===== src/rtl/cic_decimator.sv =====
// N-stage CIC decimator (M = 1), R = 2^dec_log2, power-of-two gain removal with round-half-up and saturation.
// Latency 1 clk from the strobing input; no backpressure. Optional saturation counter under CIC_SAT_CNT_EN.
module cic_decimator #(
    parameter int DATA_WIDTH   = 16,
    parameter int DATA_FRAC    = 15,
    parameter int N_STAGES     = 5,
    parameter int MAX_DEC_LOG2 = 4
) (
    input  logic                         clk,
    input  logic                         rst_n,
`ifdef CIC_SAT_CNT_EN
    input  logic                         sat_cnt_clr,
    output logic [15:0]                  sat_count,
`endif
    input  logic                         valid_in,
    input  logic                         bypass,
    input  logic [2:0]                   dec_log2,
    input  logic signed [DATA_WIDTH-1:0] cic_in,
    output logic signed [DATA_WIDTH-1:0] cic_out,
    output logic                         valid_out,
    output logic                         overflow,
    output logic                         underflow
);

    localparam int ACC_WIDTH = DATA_WIDTH + N_STAGES * MAX_DEC_LOG2;
    localparam logic signed [ACC_WIDTH-1:0] SAT_HI = ACC_WIDTH'((2 ** DATA_FRAC) - 1);
    localparam logic signed [ACC_WIDTH-1:0] SAT_LO = -SAT_HI - 1;
    localparam logic signed [ACC_WIDTH-1:0] ONE = ACC_WIDTH'(1);

    logic signed [ACC_WIDTH-1:0] integ [N_STAGES];
    logic signed [ACC_WIDTH-1:0] dly   [N_STAGES];
    logic signed [ACC_WIDTH-1:0] c     [N_STAGES+1];
    logic signed [ACC_WIDTH-1:0] in_ext;
    logic signed [ACC_WIDTH-1:0] rnd;
    logic signed [ACC_WIDTH-1:0] scaled;
    logic [MAX_DEC_LOG2-1:0]     cnt;
    logic [MAX_DEC_LOG2-1:0]     cnt_max;
    logic [2:0]                  dec_lat;
    logic [2:0]                  dec_clamped;
    logic [7:0]                  sh;
    logic                        bypass_q;
    logic                        flush;
    logic                        strobe;
    logic                        sat_hi;
    logic                        sat_lo;
    logic [DATA_WIDTH-1:0]       res_dat;

    always_comb begin
        dec_clamped = (dec_log2 > 3'(MAX_DEC_LOG2)) ? 3'(MAX_DEC_LOG2) : dec_log2;
        // A new rate or leaving bypass restarts the filter from zero state.
        flush   = (dec_clamped != dec_lat) || (bypass_q && !bypass);
        cnt_max = MAX_DEC_LOG2'((32'd1 << dec_lat) - 32'd1);
        strobe  = !flush && !bypass && valid_in && (cnt == cnt_max);
        in_ext  = {{(ACC_WIDTH-DATA_WIDTH){cic_in[DATA_WIDTH-1]}}, cic_in};
        sh      = 8'(N_STAGES * dec_lat);

        c[0] = integ[N_STAGES-1];
        for (int k = 1; k <= N_STAGES; k++) begin
            c[k] = c[k-1] - dly[k-1];
        end

        rnd = '0;
        if (sh != 8'd0) begin
            rnd = ONE << (sh - 8'd1);
        end
        scaled = (c[N_STAGES] + rnd) >>> sh;
        sat_hi = scaled > SAT_HI;
        sat_lo = scaled < SAT_LO;
        if (sat_hi) begin
            res_dat = {1'b0, {(DATA_WIDTH-1){1'b1}}};
        end else if (sat_lo) begin
            res_dat = {1'b1, {(DATA_WIDTH-1){1'b0}}};
        end else begin
            res_dat = scaled[DATA_WIDTH-1:0];
        end
    end

    always_ff @(posedge clk or negedge rst_n) begin
        if (!rst_n) begin
            for (int k = 0; k < N_STAGES; k++) begin
                integ[k] <= '0;
                dly[k]   <= '0;
            end
            cnt       <= '0;
            dec_lat   <= '0;
            bypass_q  <= 1'b0;
            cic_out   <= '0;
            valid_out <= 1'b0;
            overflow  <= 1'b0;
            underflow <= 1'b0;
        end else begin
            valid_out <= 1'b0;
            bypass_q  <= bypass;
            if (flush) begin
                dec_lat <= dec_clamped;
                cnt     <= '0;
                for (int k = 0; k < N_STAGES; k++) begin
                    integ[k] <= '0;
                    dly[k]   <= '0;
                end
            end else if (bypass) begin
                if (valid_in) begin
                    cic_out   <= cic_in;
                    overflow  <= 1'b0;
                    underflow <= 1'b0;
                    valid_out <= 1'b1;
                end
            end else if (valid_in) begin
                // Each stage adds its pre-update neighbour, so the chain is pipelined.
                integ[0] <= integ[0] + in_ext;
                for (int k = 1; k < N_STAGES; k++) begin
                    integ[k] <= integ[k] + integ[k-1];
                end
                if (strobe) begin
                    cnt <= '0;
                    for (int k = 0; k < N_STAGES; k++) begin
                        dly[k] <= c[k];
                    end
                    cic_out   <= res_dat;
                    overflow  <= sat_hi;
                    underflow <= sat_lo;
                    valid_out <= 1'b1;
                end else begin
                    cnt <= cnt + 1'b1;
                end
            end
        end
    end

`ifdef CIC_SAT_CNT_EN
    always_ff @(posedge clk or negedge rst_n) begin
        if (!rst_n) begin
            sat_count <= '0;
        end else if (sat_cnt_clr) begin
            sat_count <= '0;
        end else if (strobe && (sat_hi || sat_lo) && (sat_count != 16'hFFFF)) begin
            sat_count <= sat_count + 16'd1;
        end
    end
`endif

endmodule

===== config.mk =====
export PLATFORM = sky130hd
export DESIGN_NAME = cic_decimator
export DESIGN_NICKNAME = d
export VERILOG_FILES = /design/src/rtl/cic_decimator.sv
export SDC_FILE = /design/constraint.sdc
export NUM_CORES = 2
export LEC_CHECK = 0
export BUFFER_PORTS_ARGS = -buffer_cell sky130_fd_sc_hd__buf_2
export CAP_MARGIN = 10
export CORE_MARGIN = 4
export CORE_UTILIZATION = 50
export CTS_CLUSTER_SIZE = 28
export DETAILED_ROUTE_END_ITERATION = 8
export GPL_ROUTABILITY_DRIVEN = 1
export PLACE_DENSITY = 0.62
export SETUP_SLACK_MARGIN = 0.4
export SLEW_MARGIN = 15
export SYNTH_ARGS = -nofsm -noshare
export SYNTH_HDL_FRONTEND = slang
export SYNTH_SLANG_ARGS = --single-unit

===== constraint.sdc =====
create_clock -name clk -period 14.9 [get_ports clk]
set_clock_uncertainty 0.05 [all_clocks]
set_input_delay 2.98 -clock clk [delete_from_list [all_inputs] [get_ports clk]]
set_output_delay 2.98 -clock clk [all_outputs]
set_load 0.02 [all_outputs]

**Word level (Yosys, flattened, before mapping)**

Index checks and enable logic that the tools add are counted.

- Bits in registers: 387
- Input port bits: 23
- Output and inout port bits: 19
- Word-level logic and storage cells: 87

- Add/sub/neg operators: 14
- Multipliers: 1
- $lt $le $gt $ge: 3
- Equality and inequality tests: 3
- Shift-type cells: 3
- Muxes and demuxes: 31
- Bitwise gates (word level): 1
- Reduce and logical (&&, ||, !) cells: 14

Operators with widths:

| cell | count |
|---|---|
| 180-bit 2-to-1 mux | 7 |
| 36-bit adder | 5 |
| 36-bit subtractor | 5 |
| 16-bit 2-to-1 mux | 6 |
| 36-bit by 16-bit adder with 36-bit output | 1 |
| 36-bit by 16-bit greater-than comparator with 1-bit output (second input constant) | 1 |
| 36-bit by 16-bit < comparator with 1-bit output (second input constant) | 1 |
| 36-bit 2-to-1 mux | 1 |
| 1-bit by 8-bit << shifter with 36-bit output (first input constant) | 1 |
| 36-bit by 6-bit >>> shifter with 36-bit output | 1 |
| 4-bit 2-to-1 mux | 4 |
| 1-bit 2-to-1 mux | 12 |
| 6-bit by 1-bit subtractor with 7-bit output (second input constant) | 1 |
| 3-bit by 3-bit multiplier with 6-bit output (first input constant) | 1 |
| 3-bit AND reduction | 2 |
| 2-bit nonzero test | 3 |
| 6-bit nonzero test | 1 |
| 4-bit by 1-bit adder with 4-bit output (second input constant) | 1 |
| 4-bit == test | 1 |
| 1-bit logical AND | 4 |
| 1-bit by 3-bit << shifter with 4-bit output (first input constant) | 1 |
| 4-bit by 1-bit subtractor with 4-bit output (second input constant) | 1 |
| 3-bit greater-than comparator (second input constant) | 1 |
| 3-bit 2-to-1 mux | 1 |
| other kinds (6) | 7 |

**Longest topological paths before layout**

- Word-level depth: 13
- Gate-level depth with buffers: 67
- Mapped depth without buffers: 65

**Worst setup path after synthesis**

No wires, ideal clock.

- Path type: reg-to-reg
- Start point: register integ, in the netlist c[180]
- End point: register cic_out[6]
- Library setup time: 0.073 ns
- Arrival time: 11.654 ns
- Data required time: 14.777 ns
- Setup slack: 3.123 ns
- Stages on the path, launching flop included: 63
- Path buffers: 1
- Clock period less this slack: 11.777 ns
- Path through: dfrtp_1 inv_1 ha_1 inv_1 fa_1 a21o_1 a21oi_1 o21bai_1 a21oi_1 o21bai_1 a21oi_1 o21bai_1 a21oi_1 o21bai_1 a21oi_1 o21ai_0 or2_2 a21o_1 [... 27 more ...] a21o_1 a21o_1 a21o_1 nand2_1 or2_2 nor4b_1 nand2b_1 o22a_1 o22ai_1 a31o_2 mux4_2 nor3_1 o2111a_1 a31oi_1 o311ai_4 buf_6 nand3_1 a21oi_2

- Longest elaborated chain between the ends: 13
- Elaborated cells between the ends (all ways): 14
- Classes of those cells: add/sub (6); order compare (2); shift (1); mux (5)

RTL lines:

| what | RTL line | text |
|---|---|---|
| from (decl) | 30 | `logic signed [ACC_WIDTH-1:0] integ [N_STAGES];` |
| from (signal, indexed assignment) | 112 | `integ[k] <= integ[k] + integ[k-1];` |
| 36-bit subtractor * (5 in series) | 59 | `c[k] = c[k-1] - dly[k-1];` |
| 36-bit adder * | 66 | `scaled = (c[N_STAGES] + rnd) >>> sh;` |
| 36-bit by 6-bit >>> shifter with 36-bit output * | 66 |  |
| 36-bit by 16-bit < comparator with 1-bit output | 68 | `sat_lo = scaled < SAT_LO;` |
| 16-bit 2-to-1 mux | 71 | `end else if (sat_lo) begin` |
| 16-bit 2-to-1 mux * | 69 | `if (sat_hi) begin` |
| 16-bit 2-to-1 mux * | 114 | `if (strobe) begin` |
| 16-bit 2-to-1 mux * | 108 | `end else if (valid_in) begin` |
| 16-bit 2-to-1 mux * | 101 | `end else if (bypass) begin` |
| to (signal assigned) | 103 | `cic_out <= cic_in;` |
| to (signal assigned) | 119 | `cic_out <= res_dat;` |
| to (decl) | 19 | `output logic signed [DATA_WIDTH-1:0] cic_out,` |

Mark *: on every way between the ends. The rest lies on a longest branch, timed or not. The select of a mux whose other input is x is not followed.
A chain may end at the register's enable or synchronous reset.

**Worst setup path in the final report**

- Start point: register integ, in the netlist c[180]
- End point: register cic_out[1]

The elaborated chain is that of the path after synthesis.

==> flow_metrics.env <==
export IMPL_worst_slew_pin_slew_ns=1.03
export IMPL_synthTopCellsByArea="dfrtp_1 27%, ha_1 13%, nand2_1 6.2%"
export IMPL_final_setup_viol_count=0
export IMPL_cts_buffers=48
export IMPL_synth_compound_area_share_pct=24.8
export IMPL_clk_latency_ns=0.61
export IMPL_worst_path_max_delay_cell="nor3_1"
export IMPL_antenna_cells=0
export IMPL_grt_pass1_vias=29804
export IMPL_synth_largest_area_cell="dfrtp_1"
export IMPL_hold_class="reg -> reg"
export IMPL_multi_input_area_sq_um=24100
export IMPL_synthMuxAreaShare_pct=2.10
export IMPL_mostFrequentLayoutCell="nand2_1"
export IMPL_syn_cell_area_sq_um=35600
export IMPL_fin_crit_ns=13.43
export IMPL_path_common_cell="a21oi_1"
export IMPL_drt_first_pass_iters=6
export IMPL_utilization_pct=54.4
export IMPL_die_h_microns=275
export IMPL_synth_top_area_share_pct=27.2
export IMPL_cts_hold_buf=0
export IMPL_rows=97
export IMPL_clock_fmax_mhz=74.5
export IMPL_synth_top_family_by_area="compound AO/OA/AOI/OAI gates"
export IMPL_viasPerCell=5.87
export IMPL_io_pins=42
export IMPL_cts_tree="built"
export IMPL_grt_pass1_wl_microns=155000
export IMPL_root_buffer="clkbuf_16"
export IMPL_ys_types=97
export IMPL_hold_viol_final=0
export IMPL_cts_htree_levels=2
export IMPL_dpl_hpwl_microns=69300
export IMPL_startpoint_type="flop"
export IMPL_drc=0
export IMPL_placeableCoreArea_sq_um=70300
export IMPL_nFillCells=6643
export IMPL_synth_xor_area_share_pct=7.84
export IMPL_crit_required_ns=15.33
export IMPL_gr_total_overflow=0
export IMPL_postSynthAreaPerCell_sq_um=8.11
export IMPL_ys_warn_count=0
export IMPL_slowest_delay_ns=0.55
export IMPL_regArea_sq_um=9680
export IMPL_cts_sinks=387
export IMPL_drv_slew=0
export IMPL_slew_headroom_pct=31.2
export IMPL_finalSetupTns_ns=0
export IMPL_ys_seq_area_share_pct=27.2
export IMPL_synth_fa_ha_area_share_pct=15.2
export IMPL_synth_edf_count=0
export IMPL_syn_nets=4815
export IMPL_dieArea_sq_um=75500
export IMPL_grt_setup_unrepaired="false"
export IMPL_clockBufferDepth=3
export IMPL_grt_start_max_net_pins=222
export IMPL_port_buffers=41
export IMPL_yosys_area_share_simple_pct=17.6
export IMPL_drtIter0Drc=2153
export IMPL_die_x_microns=275
export IMPL_post_route_period_util_pct=90.1
export IMPL_holdWs_ns=0.454
export IMPL_gp_congestion=0.921
export IMPL_vias=31187
export IMPL_synthArstFlopShare_pct=100
export IMPL_crit_arrival_ns=13.86
export IMPL_antenna_left=0
export IMPL_grt_util_all_layers_pct=24.8
export IMPL_path_clk_slew_ns=0.06
export IMPL_antenna_found_initial=2
export IMPL_cp_max_fo=15
export IMPL_crit_path_end_kind="flop"
export IMPL_layout_nets=4767
export IMPL_syn2layout_area_growth_pct=7.47
export IMPL_dominantRegCellSynth="dfrtp_1"
export IMPL_drive_gt1_share_pct=5.71
export IMPL_wl_microns=94900
export IMPL_ys_ff_latch=387
export IMPL_layout_common_cells="582 x nand2_1, 407 x a21oi_1, 387 x dfrtp_1"
export IMPL_syn_inst=4387
export IMPL_crit_type="reg -> reg"
export IMPL_outcome="finished clean"
export IMPL_routedWlPerCell_microns=17.8
export IMPL_initial_core_util_pct=50.7
export IMPL_drv_cap=0
routing by layer:
metal  track usage (%)  part of all wire [%]  wire, microns  vias to the layer above
li1                  -                     -              -                    15590
met1              33.3                    46          43500                    14815
met2              42.7                    48          45100                      633
met3              2.80                   3.9           3720                      149
met4              6.47                   2.7           2570                        0
met5                 0                     0              0                        -
what timing repair did:
| action | CTS | global route |
|---|---|---|
| gates resized for setup | 0 | 6 |
| setup buffers | 0 | 6 |
| endpoints found under the setup margin | 0 | 18 |
state kept, by name, indices dropped and copies added (netlist names):
name       count
underflow      1
overflow       1
cic_out       16
dec_lat        3
bypass_q       1
dly          180
valid_out      1
c             36
integ        144
cnt            4
logic make-up (layout without fill, tap and decap cells):
| group | Yosys count | after routing |
|---|---|---|
| adders and majority gates | 405 | 405 |
| xor gates and xnor gates | 312 | 312 |
| buffers and inverters | 493 | 481 |
| DFF | 387 | 387 |
| AOI/OAI and AO/OA | 1359 | 1359 |
| muxes | 63 | 63 |
| and+or+nand+nor | 1368 | 1368 |
cell type report:
class | instances | area share [%]
sequential | 387 | 25.3
tap | 940 | 3.07
inverter | 317 | 3.11
clock buffer | 64 | 3.54
clock inverter | 22 | 0.474
timing repair buffer | 78 | 1.42
multi-input combinational | 3507 | 63.1
path summary, 6_finish.rpt:
check	start	end	slack (ns)	cells after the start
worst max register to register	c[180]	cic_out[1]	1.47	63
max in group asynchronous	rst_n	integ[131]	10.15	3
worst min register to register	dly[144]	dly[144]	0.45	2
min in group asynchronous	rst_n	dly[54]	2.43	1
worst max-delay path	c[180]	cic_out[1]	1.47	63
worst min-delay path	dly[144]	dly[144]	0.45	2
cells in the mapped netlist, drive strengths merged (9+ instances only):
cell type,instances
a211oi,47
o31a,9
nor4,13
a31oi,43
xnor2,211
o21bai,69
a22o,9
o31ai,152
a21boi,10
ha,361
or2,23
nand2b,58
xor2,99
a211o,23
nand3b,23
o21ai,249
o41ai,9
and2,35
nand3,126
fa,44
a21o,113
a31o,12
a32o,9
nor3,101
nand2,584
buf,19
or3,43
clkbuf,157
mux2,14
o211ai,44
nand4,16
and3,36
a311oi,9
o21a,40
nor2b,32
a21oi,410
o22ai,14
mux2i,41
o211a,9
dfrtp,387
nor2,257
inv,315
worst max-delay path: cells and delay by family (launching register included):
kind,cells,cell delay (ns)
buf+inv,5,0.52
flops,1,0.39
fa+ha+maj,7,2.35
compound gates,33,6.27
simple gates,13,2.68
xor+xnor,5,1.05
per-stage QoR:
stage	area (sq um)	instances	setup slack [ns]
after floorplan	35600	4387	3.12
after global placement	36600	5223	1.48
after detailed placement	36600	5223	1.16
after CTS	38200	5309	1.07
after global routing	38300	5315	0.398
final	38300	5315	1.47
Power is not shown: default switching activity piles up to over one toggle a cycle in this logic, so the estimate is an artifact.
